`src/rtl/vga_timing_prog.sv`:
```
// Programmable VGA/HDMI timing generator: double-buffered timing config, frame-aligned swap.
// Optional 16-bit frame counter on o_frame when VGA_TIMING_FRAME_CNT_EN is defined.
module vga_timing_prog #(
  parameter int CNT_W     = 12,
  parameter int DEF_H_ACT = 1920,
  parameter int DEF_H_SS  = 2008,
  parameter int DEF_H_SL  = 44,
  parameter int DEF_H_TOT = 2200,
  parameter int DEF_V_ACT = 1080,
  parameter int DEF_V_SS  = 1084,
  parameter int DEF_V_SL  = 5,
  parameter int DEF_V_TOT = 1125,
  parameter bit HS_POL    = 1'b1,
  parameter bit VS_POL    = 1'b1
) (
  input  logic             i_pclk,
  input  logic             i_rst,
  input  logic [CNT_W-1:0] i_h_act,
  input  logic [CNT_W-1:0] i_h_ss,
  input  logic [CNT_W-1:0] i_h_sl,
  input  logic [CNT_W-1:0] i_h_tot,
  input  logic [CNT_W-1:0] i_v_act,
  input  logic [CNT_W-1:0] i_v_ss,
  input  logic [CNT_W-1:0] i_v_sl,
  input  logic [CNT_W-1:0] i_v_tot,
  input  logic             i_cfg_valid,
  output logic [CNT_W-1:0] o_hcount,
  output logic [CNT_W-1:0] o_vcount,
  output logic             o_hsync,
  output logic             o_vsync,
  output logic             o_hblnk,
  output logic             o_vblnk,
  output logic             o_de,
  output logic             o_sof,
  output logic             o_cfg_pend,
`ifdef VGA_TIMING_FRAME_CNT_EN
  output logic             o_cfg_err,
  output logic [15:0]      o_frame
`else
  output logic             o_cfg_err
`endif
);

  typedef struct packed {
    logic [CNT_W-1:0] h_act;
    logic [CNT_W-1:0] h_ss;
    logic [CNT_W-1:0] h_sl;
    logic [CNT_W-1:0] h_tot;
    logic [CNT_W-1:0] v_act;
    logic [CNT_W-1:0] v_ss;
    logic [CNT_W-1:0] v_sl;
    logic [CNT_W-1:0] v_tot;
  } timing_t;

  localparam timing_t DEF_TIMING = '{
    h_act: CNT_W'(DEF_H_ACT), h_ss: CNT_W'(DEF_H_SS), h_sl: CNT_W'(DEF_H_SL), h_tot: CNT_W'(DEF_H_TOT),
    v_act: CNT_W'(DEF_V_ACT), v_ss: CNT_W'(DEF_V_SS), v_sl: CNT_W'(DEF_V_SL), v_tot: CNT_W'(DEF_V_TOT)
  };
  localparam logic [CNT_W-1:0] ONE  = CNT_W'(1);
  localparam logic [CNT_W-1:0] TWO  = CNT_W'(2);
  localparam logic [CNT_W-1:0] ZERO = '0;

  // Sums are formed one bit wider so that SS+SL cannot wrap.
  function automatic logic axis_ok(logic [CNT_W-1:0] act, logic [CNT_W-1:0] ss,
                                   logic [CNT_W-1:0] sl, logic [CNT_W-1:0] tot);
    return (act < ss) && (({1'b0, ss} + {1'b0, sl}) <= {1'b0, tot}) && (sl != ZERO) && (tot >= TWO);
  endfunction

  function automatic logic in_win(logic [CNT_W-1:0] c, logic [CNT_W-1:0] s, logic [CNT_W-1:0] l);
    return (c >= s) && ({1'b0, c} < ({1'b0, s} + {1'b0, l}));
  endfunction

  timing_t          act_q, shd_q, act_nxt, req;
  logic [CNT_W-1:0] hc_q, vc_q, hc_nxt, vc_nxt;
  logic             run_q, pend_q;
  logic             h_last, v_last, wrap, cfg_ok, accept;
  logic             hb_nxt, vb_nxt, hs_nxt, vs_nxt, sof_nxt;

  // Outputs other than the counters are decoded from the next counter values and the
  // next active set, so after the clock edge they line up with o_hcount/o_vcount.
  always_comb begin
    // NOTE: every always_comb output gets a default first so no path can infer a latch.
    hc_nxt  = hc_q;
    vc_nxt  = vc_q;
    act_nxt = act_q;
    req     = '{h_act: i_h_act, h_ss: i_h_ss, h_sl: i_h_sl, h_tot: i_h_tot,
                v_act: i_v_act, v_ss: i_v_ss, v_sl: i_v_sl, v_tot: i_v_tot};
    cfg_ok  = axis_ok(req.h_act, req.h_ss, req.h_sl, req.h_tot) &&
              axis_ok(req.v_act, req.v_ss, req.v_sl, req.v_tot);
    accept  = i_cfg_valid && cfg_ok;
    h_last  = (hc_q == act_q.h_tot - ONE);
    v_last  = (vc_q == act_q.v_tot - ONE);
    wrap    = run_q && h_last && v_last;

    // The first cycle after reset holds (0,0) so that frame is shown in full with o_sof.
    if (!run_q) begin
      hc_nxt = ZERO;
      vc_nxt = ZERO;
    end else if (h_last) begin
      hc_nxt = ZERO;
      vc_nxt = v_last ? ZERO : vc_q + ONE;
    end else begin
      hc_nxt = hc_q + ONE;
    end

    if (wrap && pend_q) act_nxt = shd_q;

    hb_nxt  = (hc_nxt >= act_nxt.h_act);
    vb_nxt  = (vc_nxt >= act_nxt.v_act);
    hs_nxt  = in_win(hc_nxt, act_nxt.h_ss, act_nxt.h_sl);
    vs_nxt  = in_win(vc_nxt, act_nxt.v_ss, act_nxt.v_sl);
    sof_nxt = (hc_nxt == ZERO) && (vc_nxt == ZERO);
  end

  always_ff @(posedge i_pclk) begin
    // NOTE: sequential state uses non-blocking assignments only; the old shadow set is
    // read here on the same edge a new config may overwrite it.
    if (i_rst) begin
      hc_q       <= ZERO;
      vc_q       <= ZERO;
      run_q      <= 1'b0;
      act_q      <= DEF_TIMING;
      shd_q      <= DEF_TIMING;
      pend_q     <= 1'b0;
      o_cfg_err  <= 1'b0;
      o_sof      <= 1'b0;
      o_hblnk    <= 1'b0;
      o_vblnk    <= 1'b0;
      o_de       <= 1'b0;
      o_hsync    <= ~HS_POL;
      o_vsync    <= ~VS_POL;
    end else begin
      hc_q      <= hc_nxt;
      vc_q      <= vc_nxt;
      run_q     <= 1'b1;
      act_q     <= act_nxt;
      if (accept) shd_q <= req;
      if (accept)             pend_q <= 1'b1;
      else if (wrap)          pend_q <= 1'b0;
      o_cfg_err <= i_cfg_valid && !cfg_ok;
      o_sof     <= sof_nxt;
      o_hblnk   <= hb_nxt;
      o_vblnk   <= vb_nxt;
      o_de      <= !hb_nxt && !vb_nxt;
      o_hsync   <= HS_POL ? hs_nxt : !hs_nxt;
      o_vsync   <= VS_POL ? vs_nxt : !vs_nxt;
    end
  end

  assign o_hcount   = hc_q;
  assign o_vcount   = vc_q;
  assign o_cfg_pend = pend_q;

`ifdef VGA_TIMING_FRAME_CNT_EN
  logic [15:0] frame_q;

  // The start-up frame is frame 0; each later start of frame advances the count.
  always_ff @(posedge i_pclk) begin
    if (i_rst)                 frame_q <= 16'd0;
    else if (run_q && sof_nxt) frame_q <= frame_q + 16'd1;
  end

  assign o_frame = frame_q;
`endif

endmodule
```
`config.mk`:
```
export PLATFORM = sky130hd
export DESIGN_NAME = vga_timing_prog
export DESIGN_NICKNAME = d
export VERILOG_FILES = /design/src/rtl/vga_timing_prog.sv
export SDC_FILE = /design/constraint.sdc
export NUM_CORES = 1
export LEC_CHECK = 0
export CORE_ASPECT_RATIO = 1.2
export CORE_MARGIN = 2
export CORE_UTILIZATION = 35
export DETAILED_ROUTE_END_ITERATION = 7
export PLACE_DENSITY_LB_ADDON = 0.12
export SKIP_CTS_REPAIR_TIMING = 1
export SKIP_LAST_GASP = 1
export SYNTH_ARGS = -nofsm -noshare
export SYNTH_HDL_FRONTEND = slang
export SYNTH_SLANG_ARGS = --single-unit
```
`constraint.sdc`:
```
create_clock -name i_pclk -period 5.4 [get_ports i_pclk]
set_clock_uncertainty 0.05 [all_clocks]
set_input_delay 1.08 -clock i_pclk [delete_from_list [all_inputs] [get_ports i_pclk]]
set_output_delay 1.08 -clock i_pclk [all_outputs]
set_load 0.01 [all_outputs]
```
==> results of run 1 <==
routing by layer:
metal	GRT usage (%)	up-vias	wire length [um]
li1	-	7130	-
met1	32.4	6773	24600
met2	34.7	343	22200
met3	1.93	51	2070
met4	5.09	0	1000
met5	0	-	0
worst max-delay path, delay by kind of cell, from the launching register on:
kind	cells	cell delay, ps
AOI/OAI and AO/OA	10	1900
DFF	1	310
adders and majority gates	2	440
and+or+nand+nor	10	2000
muxes	1	300
xor gates and xnor gates	1	140
buffers and inverters	3	450
flip-flops by register name, indices dropped and copies added, names as in the netlist, named ones only:
signal and cells:
o_cfg_err 1, o_vcount 12, run_q 1, o_hsync 1, o_vblnk 1, shd_q 96, o_hcount 12, act_q 94
o_de 1, o_vsync 1, o_hblnk 1, o_cfg_pend 1, o_sof 1
kinds of logic (layout without fill, tap and decap cells):
group	Yosys count	count (layout)	share of synthesized area, %
adders and majority gates	172	172	14.9
and+or+nand+nor	605	605	20.4
buffers and inverters	217	545	5.70
AOI/OAI and AO/OA	424	424	19.3
muxes	53	53	3.62
xor gates and xnor gates	91	91	5.43
DFF	225	225	30.7
Yosys cell counts (4+ instances only):
cell / number / area share (%)
dfxtp_1: 225 / 31
nand2_1: 187 / 4.8
ha_1: 168 / 14
a21oi_1: 151 / 5.2
nor2_1: 114 / 2.9
clkbuf_1: 106 / 2.7
o31ai_1: 98 / 5.0
inv_1: 97 / 2.5
nand4_1: 95 / 4.1
nand3_1: 58 / 2.0
xnor2_1: 54 / 3.2
mux2i_1: 52 / 3.5
nor3_1: 40 / 1.4
a21o_1: 37 / 1.9
xor2_1: 37 / 2.2
o211ai_1: 27 / 1.4
o21ai_0: 27 / 0.92
nor4_1: 23 / 0.98
nand2b_1: 14 / 0.60
o21a_1: 14 / 0.72
nor2b_1: 12 / 0.51
and3_1: 11 / 0.47
a211oi_1: 10 / 0.51
o21bai_1: 9 / 0.46
buf_2: 8 / 0.27
or2_2: 8 / 0.34
or4_1: 8 / 0.41
a311oi_1: 7 / 0.42
a31oi_1: 6 / 0.26
or3_1: 6 / 0.26
a211o_1: 4 / 0.24
a221oi_1: 4 / 0.24
and4_1: 4 / 0.24
fa_1: 4 / 0.55
nand3b_1: 4 / 0.20
power groups by stage:
stage | Combinational (mW) | Clock, mW | Sequential [mW]
finish | 0.735 | 1.93 | 1.72
global route | 0.798 | 2.03 | 1.73
CTS | 0.665 | 1.97 | 1.72
detailed placement | 0.662 | 0 | 1.76
global placement | 0.654 | 0 | 1.76
floorplan | 0.367 | 0 | 1.74
worst max-delay path by stage:
stage	from	endpoint	slack, ps
after floorplan	i_h_ss[0]	shd_q[56]$_SDFFE_PP0P_	-40
after global placement	i_h_ss[1]	shd_q[82]$_SDFFE_PP1P_	-760
after detailed placement	i_v_sl[0]	shd_q[27]$_SDFFE_PP1P_	-870
after CTS	act_q[0]$_SDFFE_PP1N_	o_hsync$_SDFF_PP0_	-500
after global routing	act_q[4]$_SDFFE_PP0N_	o_vsync$_SDFF_PP0_	-590
final	act_q[3]$_SDFFE_PP0N_	o_vsync$_SDFF_PP0_	-310
per-stage QoR:
step | TNS, ps | total power [mW] | setup WS (ps) | cells
after floorplan | -664 | 2.11 | -41.8 | 1787
after global placement | -70440 | 2.41 | -757 | 2592
after detailed placement | -79150 | 2.42 | -868 | 2592
after CTS | -25130 | 4.36 | -500 | 2638
after global routing | -4280 | 4.55 | -586 | 2661
final | -563 | 4.39 | -313 | 2661
layout make-up:
type                       count  area, sq um  share of cell area, %
multi-input combinational   1345        10100                   50.3
sequential                   225         4510                   22.4
timing repair buffer         400         3540                   17.6
tap                          546          683                   3.39
clock buffer                  30          674                   3.35
inverter                      99          372                   1.84
clock inverter                16          246                   1.22
==> metrics.md, run 1 <==
| Metric | Value |
|---|---|
| Area added between synthesis and finish | 37.4% |
| R2R setup slack | -310 ps |
| Fmax achieved | 0.175 GHz |
| Port bufs | 130 |
| Cell Area, Synth | about 0.015 sq mm |
| P_sw | 1.18 mW |
| DR vias | 14297 |
| Chip Height | between 200 and 250 um |
| Sequential element share of the synthesized area | between 30 and 40% |
| WHS Endpoint | act_q[23]$_SDFF_PP0_ |
| Die W | ~190 um |
| CTS Root Cell | clkbuf_16 |
| RR Endpoint | o_vsync$_SDFF_PP0_ |
| Syn. warnings | 0 |
| Vias/cell | 5.37 |
| Via count of the first global-routing pass | 13753 |
| Status | complete, but fails checks |
| Post-DP Area | 0.0182 sq mm |
| MaxCap Viol Count | 0 |
| Clk buf depth | 3 |
| GP Congestion | about 0.9 |
| Setup ws final | -313 ps |
| Worst min path class | reg2reg |
| Failing checks | negative setup slack |
| Row cnt | 82 |
| # H-tree levels | 1 |
| Ys async rst share | 0% |
| PwrDens | about 220 mW/mm^2 |
| Total nets after synthesis | roughly 2000 |
| Clk slew on worst S/H paths | 70 ps |
| Commonest non-fill, non-tap cell in the layout | buf_4 |
| Antenna violations before repair | 0 |
| CTS Sinks | around 230 |
| Worst endpoint required time | between 5000 and 6000 ps |
| Clk pwr share | between 40% and 50% |
| DRT Pass-1 Iters | 5 |
| Slowest CP cell | or4_4 |
| Max incr delay on CP | between 500 and 600 ps |
| VDD IR max | about 0.20 mV |
| Util after Layout | 48.5% |
| Dpl hpwl | 37800 um |
| Final min period | ~5700 ps |
| Leak | slightly below 9 nW |
| Drt first-iter violations | around 930 |
| Most used flip-flop cell after synthesis | dfxtp_1 |
| WHS Path Cells | 2 |
| Minimum hold slack | about 410 ps |
| Reg-to-Reg Start | act_q[3]$_SDFFE_PP0N_ |
| Netlist cell types | 71 |
| Worst-Skew Late Latency | 540 ps |
| Arrival time worst endpoint | around 6100 ps |
| Final ANT Viol Nets | 0 |
| Startpoint of the worst hold path | act_q[23]$_SDFF_PP0_ |
| Fin area | just over 0.02 sq mm |
| Layout cells sized above 1 | approximately 22% |
| Worst-path maximum fanout | 7 |
| Routed wire length | 50000 um |
| Gr ovfl total | 0 |
| Comb pwr share | between 15 and 20% |
| Number of synthesized flops with an enable pin | 0 |
| Fillers | ~4000 |
| Nets@finish | around 2400 |
| CP startpoint kind | register |
| First-pass GRT wire length | 76500 um |
| Post-Synthesis Cells | ~1800 |
| GRT Resource Usage Total | approximately 22% |
| Full die area | between 0.04 and 0.05 sq mm |
| Clock buffer count from CTS | 25 |
| Final max-slew violation count | 0 |
| Crit. End Element | register |
| Post-DR wirelength/cell | about 19 um |
| Sequential share of power | 39.3% |
| Commonest cells after routing, fill and taps aside | 251 x buf_4, 223 x dfxtp_1, 171 x nand2_1 |
| Final setup viols | 2 |
| RSZ-0062 raised after global routing | true |
| Syn_area_per_cell | slightly above 8 sq um |
| Starting Density | between 30% and 40% |
| Core Box Area | roughly 0.042 sq mm |
| Boundary Pins | roughly 130 |
| TritonCTS clock tree | yes |
| Period utilisation layout | 106% |
| Endpoints failing hold | 0 |
| Crit Path Category | reg2reg |
| FF-to-FF path depth | 27 |
| Switch share | 26.8% |
| DRC | 0 |
| Rel. slew slack | around 16% |
| P_int | approximately 3.2 mW |
| Pin count of the biggest net entering global routing | slightly below 100 |
| Yosys reg bits | between 200 and 250 |
| Slew @ Worst Pin | approximately 1300 ps |
| Antenna cells | 0 |
Note: power is estimated with default switching activity, not from simulation.
==> run 2: changes to the inputs <==
CORE_MARGIN = 8   (was 2)
==> run 2 against run 1 <==
  * The run still ends with negative setup slack left
  * Global-route usage shrank 2.5 points
  * Hold slack lost 2.1 ps
  * Die area grew 12%
  * Via count grew 0.48%
  * Sequential share of layout area grew 0.088 points
  * Worst setup slack lost 28 ps
  * Largest cell class unchanged
==> metrics.md, run 2 (same netlist as run 1, synthesis figures left out) <==
| Metric | Value |
|---|---|
| Clock buffer count from CTS | 24 (-4.0%) |
| DRT Pass-1 Iters | 5 (unchanged) |
| Full die area | 0.0488 sq mm (+12%) |
| Dpl hpwl | 38400 um (+1.8%) |
| Row cnt | 82 (unchanged) |
| Largest reg by FF count | shd_q |
| RSZ-0062 raised after global routing | true |
| Gr ovfl total | 0 (unchanged) |
| P_int | 3.03 mW (-5.7%) |
| Clk slew on worst S/H paths | 70 ps (about the same) |
| Via count of the first global-routing pass | 13469 (-2.1%) |
| Port bufs | 130 (unchanged) |
| GRT Resource Usage Total | 19.6% (-2.5 points) |
| Worst-Skew Late Latency | 540 ps (about the same) |
| Failing checks | negative setup slack |
| PwrDens | 209 mW/mm^2 (-3.9%) |
| Die W | 203 um (+6.3%) |
| Drt first-iter violations | 964 (+4.2%) |
| Antenna cells | 0 (unchanged) |
| Vias/cell | 5.40 (+0.48%) |
| TritonCTS clock tree | yes |
| Antenna violations before repair | 0 (unchanged) |
| # H-tree levels | 1 (unchanged) |
| CTS Root Cell | clkbuf_16 |
| Final max-slew violation count | 0 (unchanged) |
| Slew @ Worst Pin | 1240 ps (-11.7 ps) |
| Commonest cells after routing, fill and taps aside | 245 x buf_4, 223 x dfxtp_1, 175 x nand2_1 |
| DRC | 0 (unchanged) |
| Post-DR wirelength/cell | 19.6 um (+4.3%) |
| Worst-path maximum fanout | 4 (-3) |
| Largest registers | shd_q (96), act_q (94) |
| Fmax achieved | 0.174 GHz (-0.49%) |
| Switch share | 28.0% (+1.2 points) |
| Rel. slew slack | 17.1% (+0.78 points) |
| Worst endpoint required time | 5830 ps (+40 ps) |
| DR vias | 14366 (+0.48%) |
| Final min period | 5740 ps (+28.2 ps) |
| Commonest non-fill, non-tap cell in the layout | buf_4 |
| Arrival time worst endpoint | 6170 ps (+60 ps) |
| Layout cells sized above 1 | 21.6% (-0.52 points) |
| First-pass GRT wire length | 77000 um (+0.62%) |
| Sequential share of power | 41.0% (+1.7 points) |
| Comb pwr share | 18.2% (+1.5 points) |
| Crit Path Category | reg2reg |
| Period utilisation layout | 106% (+0.52 points) |
| CTS Sinks | 225 (unchanged) |
| Worst min path class | reg2reg |
| Fin area | 0.0201 sq mm (-0.33%) |
| Final ANT Viol Nets | 0 (unchanged) |
| Clk pwr share | 40.8% (-3.2 points) |
| Chip Height | 240 um (+5.3%) |
| Setup ws final | -342 ps (-28.2 ps) |
| Area added between synthesis and finish | 36.9% |
| Minimum hold slack | 408 ps (-2.07 ps) |
| Routed wire length | 52100 um (+4.3%) |
| Status | complete, but fails checks |
| Nets@finish | 2369 (+0.084%) |
| CP startpoint kind | register |
| Core Box Area | 0.0416 sq mm (unchanged) |
| Starting Density | 35.3% (unchanged) |
| GP Congestion | 0.906 (+0.95%) |
| VDD IR max | 0.195 mV (-3.4%) |
| Post-DP Area | 0.0182 sq mm (about the same) |
| P_sw | 1.18 mW (about the same) |
| Crit. End Element | register |
| Final setup viols | 2 (unchanged) |
| Endpoints failing hold | 0 (unchanged) |
| Leak | 8.77 nW (-0.71%) |
| MaxCap Viol Count | 0 (unchanged) |
| Boundary Pins | 131 (unchanged) |
| Max reg flops | 96 (unchanged) |
| Pin count of the biggest net entering global routing | 98 (unchanged) |
| Clk buf depth | 3 (unchanged) |
## run 2: area by class of cell
type                    instances  area (sq um)
clock buffers                  31           678
multi-input cells            1347         10100
fillers                      4057         21500
well taps                     546           683
repair buffers                401          3660
inverters                      99           372
clock inverters                12           123
flip-flops and latches        225          4510
## run 2: final timing paths
kind	startpoint	end	slack [ps]	cells past startpoint
worst min-delay path	act_q[18]$_SDFF_PP0_	act_q[18]$_SDFF_PP0_	410	2
worst max register to register	act_q[0]$_SDFFE_PP1N_	o_hsync$_SDFF_PP0_	-340	26
worst max-delay path	act_q[0]$_SDFFE_PP1N_	o_hsync$_SDFF_PP0_	-340	26
worst min register to register	act_q[18]$_SDFF_PP0_	act_q[18]$_SDFF_PP0_	410	2
## run 2: per-layer routing
metal	track usage (%)	routed length [um]	vias up	part of all wire, %
met3	2.05	2320	53	4.4
met1	28.4	25300	6847	48
li1	-	-	7143	-
met2	30.8	23500	323	45
met4	4.51	993	0	1.9
met5	0	0	-	0
## run 2: stage by stage
stage                     cells  util (%)  power (mW)  setup slack, ps  TNS (ps)
after detailed placement   2587      43.7        2.42             -907    -83600
after global routing       2661      48.3        4.37             -640     -1950
after CTS                  2630      45.7        4.15             -453    -29190
after floorplan            1787         -        2.11            -41.8      -664
final                      2661      48.3        4.20             -342      -663
after global placement     2587      43.7        2.41             -734    -69320
## run 2: worst max-delay path, stage by stage (launching register included)
cell	delay, ps
dfxtp_2	330
or4_4	550
or4_4	530
a21o_1	210
buf_4	130
a211o_1	330
nor3_4	290
buf_6	170
nand2_4	60
nand2_4	80
ha_4	130
inv_2	40
fa_2	360
inv_2	50
a21o_1	110
a21oi_2	70
nor2_1	90
mux2i_1	110
a31o_2	320
nor3_4	130
a311oi_2	80
ha_2	210
or4_4	540
a21oi_2	120
o211ai_1	110
a311oi_1	330
buf_4	160
## run 2: power groups by stage
stage | combinational (mW) | clock, mW | sequential (mW)
after floorplan | 0.367 | 0 | 1.74
after global placement | 0.655 | 0 | 1.76
after detailed placement | 0.662 | 0 | 1.76
after CTS | 0.666 | 1.76 | 1.72
after global routing | 0.830 | 1.82 | 1.72
final | 0.767 | 1.71 | 1.72
==> run 3: changes to the inputs <==
GPL_ROUTABILITY_DRIVEN = 0   (was default)
==> run 3 against run 2 <==
  * The flow still finishes with violations (negative setup slack)
  * Flip-flop and latch count did not move
  * Via count fell by 0.42%
  * Largest cell class unchanged
  * Final cell count fell by 0.38%
  * Worst setup slack got worse by 4.9 ps
  * Die area did not move
  * Count of clock-buffer cells in the layout rose by 2
  * Core utilization fell by 0.58 points
  * Global-route usage rose by 0.15 points
  * Fmax barely moved
  * Combinational power barely moved
  * Non-clock buffer count fell by 13
  * Register-to-register slack barely moved
==> metrics.md, run 3 (same netlist as run 1, synthesis figures left out) <==
| Metric | Value |
|---|---|
| GRT Resource Usage Total | 19.7% (+0.15 points) |
| Clk slew on worst S/H paths | 70 ps (about the same) |
| Vias/cell | 5.40 (about the same) |
| First-pass GRT wire length | 77600 um (+0.80%) |
| Critical path launch point | act_q[1]$_SDFFE_PP0N_ |
| Tot Pwr | 4.23 mW (+0.51%) |
| Period utilisation layout | 106% (about the same) |
| Largest reg by FF count | shd_q |
| Final ANT Viol Nets | 0 (unchanged) |
| Worst-path maximum fanout | 5 (+1) |
| RSZ-0062 raised after global routing | true |
| Reg-to-Reg Start | act_q[1]$_SDFFE_PP0N_ |
| Drt first-iter violations | 913 (-5.3%) |
| Final min period | 5750 ps (+4.87 ps) |
| Clock buffer count from CTS | 25 (+4.2%) |
| Routed wire length | 52800 um (+1.3%) |
| Slew @ Worst Pin | 1190 ps (-52.9 ps) |
| Final max-slew violation count | 0 (unchanged) |
| Setup ws final | -347 ps (-4.87 ps) |
| Chip Height | 240 um (unchanged) |
| Failing checks | negative setup slack |
| Worst-Skew Late Latency | 540 ps (about the same) |
| Endpoints failing hold | 0 (unchanged) |
| Layout cells sized above 1 | 20.3% (-1.3 points) |
| Met3 Usage GRT | 2.37% (+0.32 points) |
| TritonCTS clock tree | yes |
| WHS Path Cells | 2 (unchanged) |
| MaxCap Viol Count | 0 (unchanged) |
| Startpoint of the worst hold path | act_q[18]$_SDFF_PP0_ |
| Row cnt | 82 (unchanged) |
| R2R setup slack | -350 ps (about the same) |
| PwrDens | 213 mW/mm^2 (+1.7%) |
| Crit Path Category | reg2reg |
| Via count of the first global-routing pass | 13732 (+2.0%) |
| Core Box Area | 0.0416 sq mm (unchanged) |
| Post-DR wirelength/cell | 19.9 um (+1.7%) |
| Full die area | 0.0488 sq mm (unchanged) |
| Arrival time worst endpoint | 6140 ps (-30 ps) |
| CP startpoint kind | register |
| Commonest non-fill, non-tap cell in the layout | buf_4 |
| Worst endpoint required time | 5790 ps (-40 ps) |
| Dpl hpwl | 38700 um (+0.62%) |
| Clk buf depth | 3 (unchanged) |
| Antenna violations before repair | 0 (unchanged) |
| Worst min path class | reg2reg |
| Status | complete, but fails checks |
| Starting Density | 35.3% (unchanged) |
| Fillers | 4022 (-0.86%) |
| DRT Pass-1 Iters | 6 (+1) |
| DRC | 0 (unchanged) |
| Die W | 203 um (unchanged) |
| Nets@finish | 2357 (-0.51%) |
| Met2 usage | 30.8% (about the same) |
| Largest registers | shd_q (96), act_q (94) |
| Antenna cells | 0 (unchanged) |
| Minimum hold slack | 411 ps (+2.33 ps) |
| Commonest cells after routing, fill and taps aside | 231 x buf_4, 223 x dfxtp_1, 180 x nand2_1 |
| Final TNS setup | -2960 ps (-2290 ps) |
| Pin count of the biggest net entering global routing | 98 (unchanged) |
| Leak | 8.64 nW (-1.4%) |
| Boundary Pins | 131 (unchanged) |
| Gr ovfl total | 0 (unchanged) |
| # H-tree levels | 1 (unchanged) |
| Fmax achieved | 0.174 GHz (about the same) |
| Crit. End Element | register |
| Port bufs | 130 (unchanged) |
| Grt peak-use layer | met2 |
| VDD IR max | 0.193 mV (-1.4%) |
| Final setup viols | 32 (+30) |
| M1 GR Usage | 28.0% (-0.32 points) |
| FF-to-FF path depth | 24 (-7.7%) |
| Max reg flops | 96 (unchanged) |
| Rel. slew slack | 20.7% (+3.5 points) |
| CTS Root Cell | clkbuf_16 |
| CTS Sinks | 225 (unchanged) |
| DR vias | 14305 (-0.42%) |
| Area added between synthesis and finish | 35.2% |
-- run 3: cell types whose count changed in the layout (fill, tap and decap cells not counted), sizes merged --
cell | before | now
buf | 265 | 254
clkdlybuf4s50 | 118 | 117
clkinv | 7 | 4
clkinvlp | 2 | 6
dlymetal6s2s | 10 | 11
-- run 3: critical path: stages, from the launching register on --
cell	delay, ps
dfxtp_2	340
or4_4	530
or4_4	550
a21o_1	220
a211oi_2	230
nand4_1	210
buf_12	190
buf_6	120
mux2i_2	200
inv_1	70
ha_1	290
a21o_1	170
a21oi_2	140
o21bai_1	90
a21o_1	200
nand3_2	110
mux2i_4	90
o41ai_4	430
mux2i_1	130
o2111a_1	150
ha_2	180
or4_4	420
a21oi_2	120
o211ai_1	140
a311oi_2	310
-- run 3: power by group --
group / internal, mW / leakage (nW) / switching (mW) / total, mW
Clock: 0.994 / 0.385 / 0.739 / 1.73
Combinational: 0.354 / 6.44 / 0.416 / 0.770
Sequential: 1.69 / 1.82 / 0.0304 / 1.72
Total: 3.04 / 8.64 / 1.19 / 4.23
-- run 3: layer usage --
| layer | share of wire, % | routed length (um) |
|---|---|---|
| met2 | 45 | 23700 |
| met3 | 4.1 | 2140 |
| met5 | 0 | 0 |
| met4 | 3.3 | 1760 |
| met1 | 48 | 25100 |
-- run 3: worst paths after layout --
path / end
setup reg to reg: o_hsync$_SDFF_PP0_
setup / recovery: o_hsync$_SDFF_PP0_
hold / removal: act_q[18]$_SDFF_PP0_
hold reg to reg: act_q[18]$_SDFF_PP0_
-- run 3: area by class of cell --
class | count | area [sq um] | area share (%)
Clock buffer | 33 | 686 | 3.45
Sequential cell | 225 | 4510 | 22.7
Inverter | 99 | 372 | 1.87
Multi-Input combinational cell | 1347 | 9930 | 50.0
Tap cell | 546 | 683 | 3.44
Timing Repair Buffer | 388 | 3540 | 17.8
Clock inverter | 13 | 134 | 0.675
-- run 3: per-stage QoR --
stage	instance area, sq um	std cells	util [%]	setup slack [ps]
5_1_grt	19800	2651	47.8	-620
3_3_place_gp	18100	2573	43.5	-798
2_1_floorplan	14800	1787	-	-41.8
4_1_cts	18900	2619	45.4	-446
6_report	19800	2651	47.8	-347
3_5_place_dp	18100	2573	43.5	-815
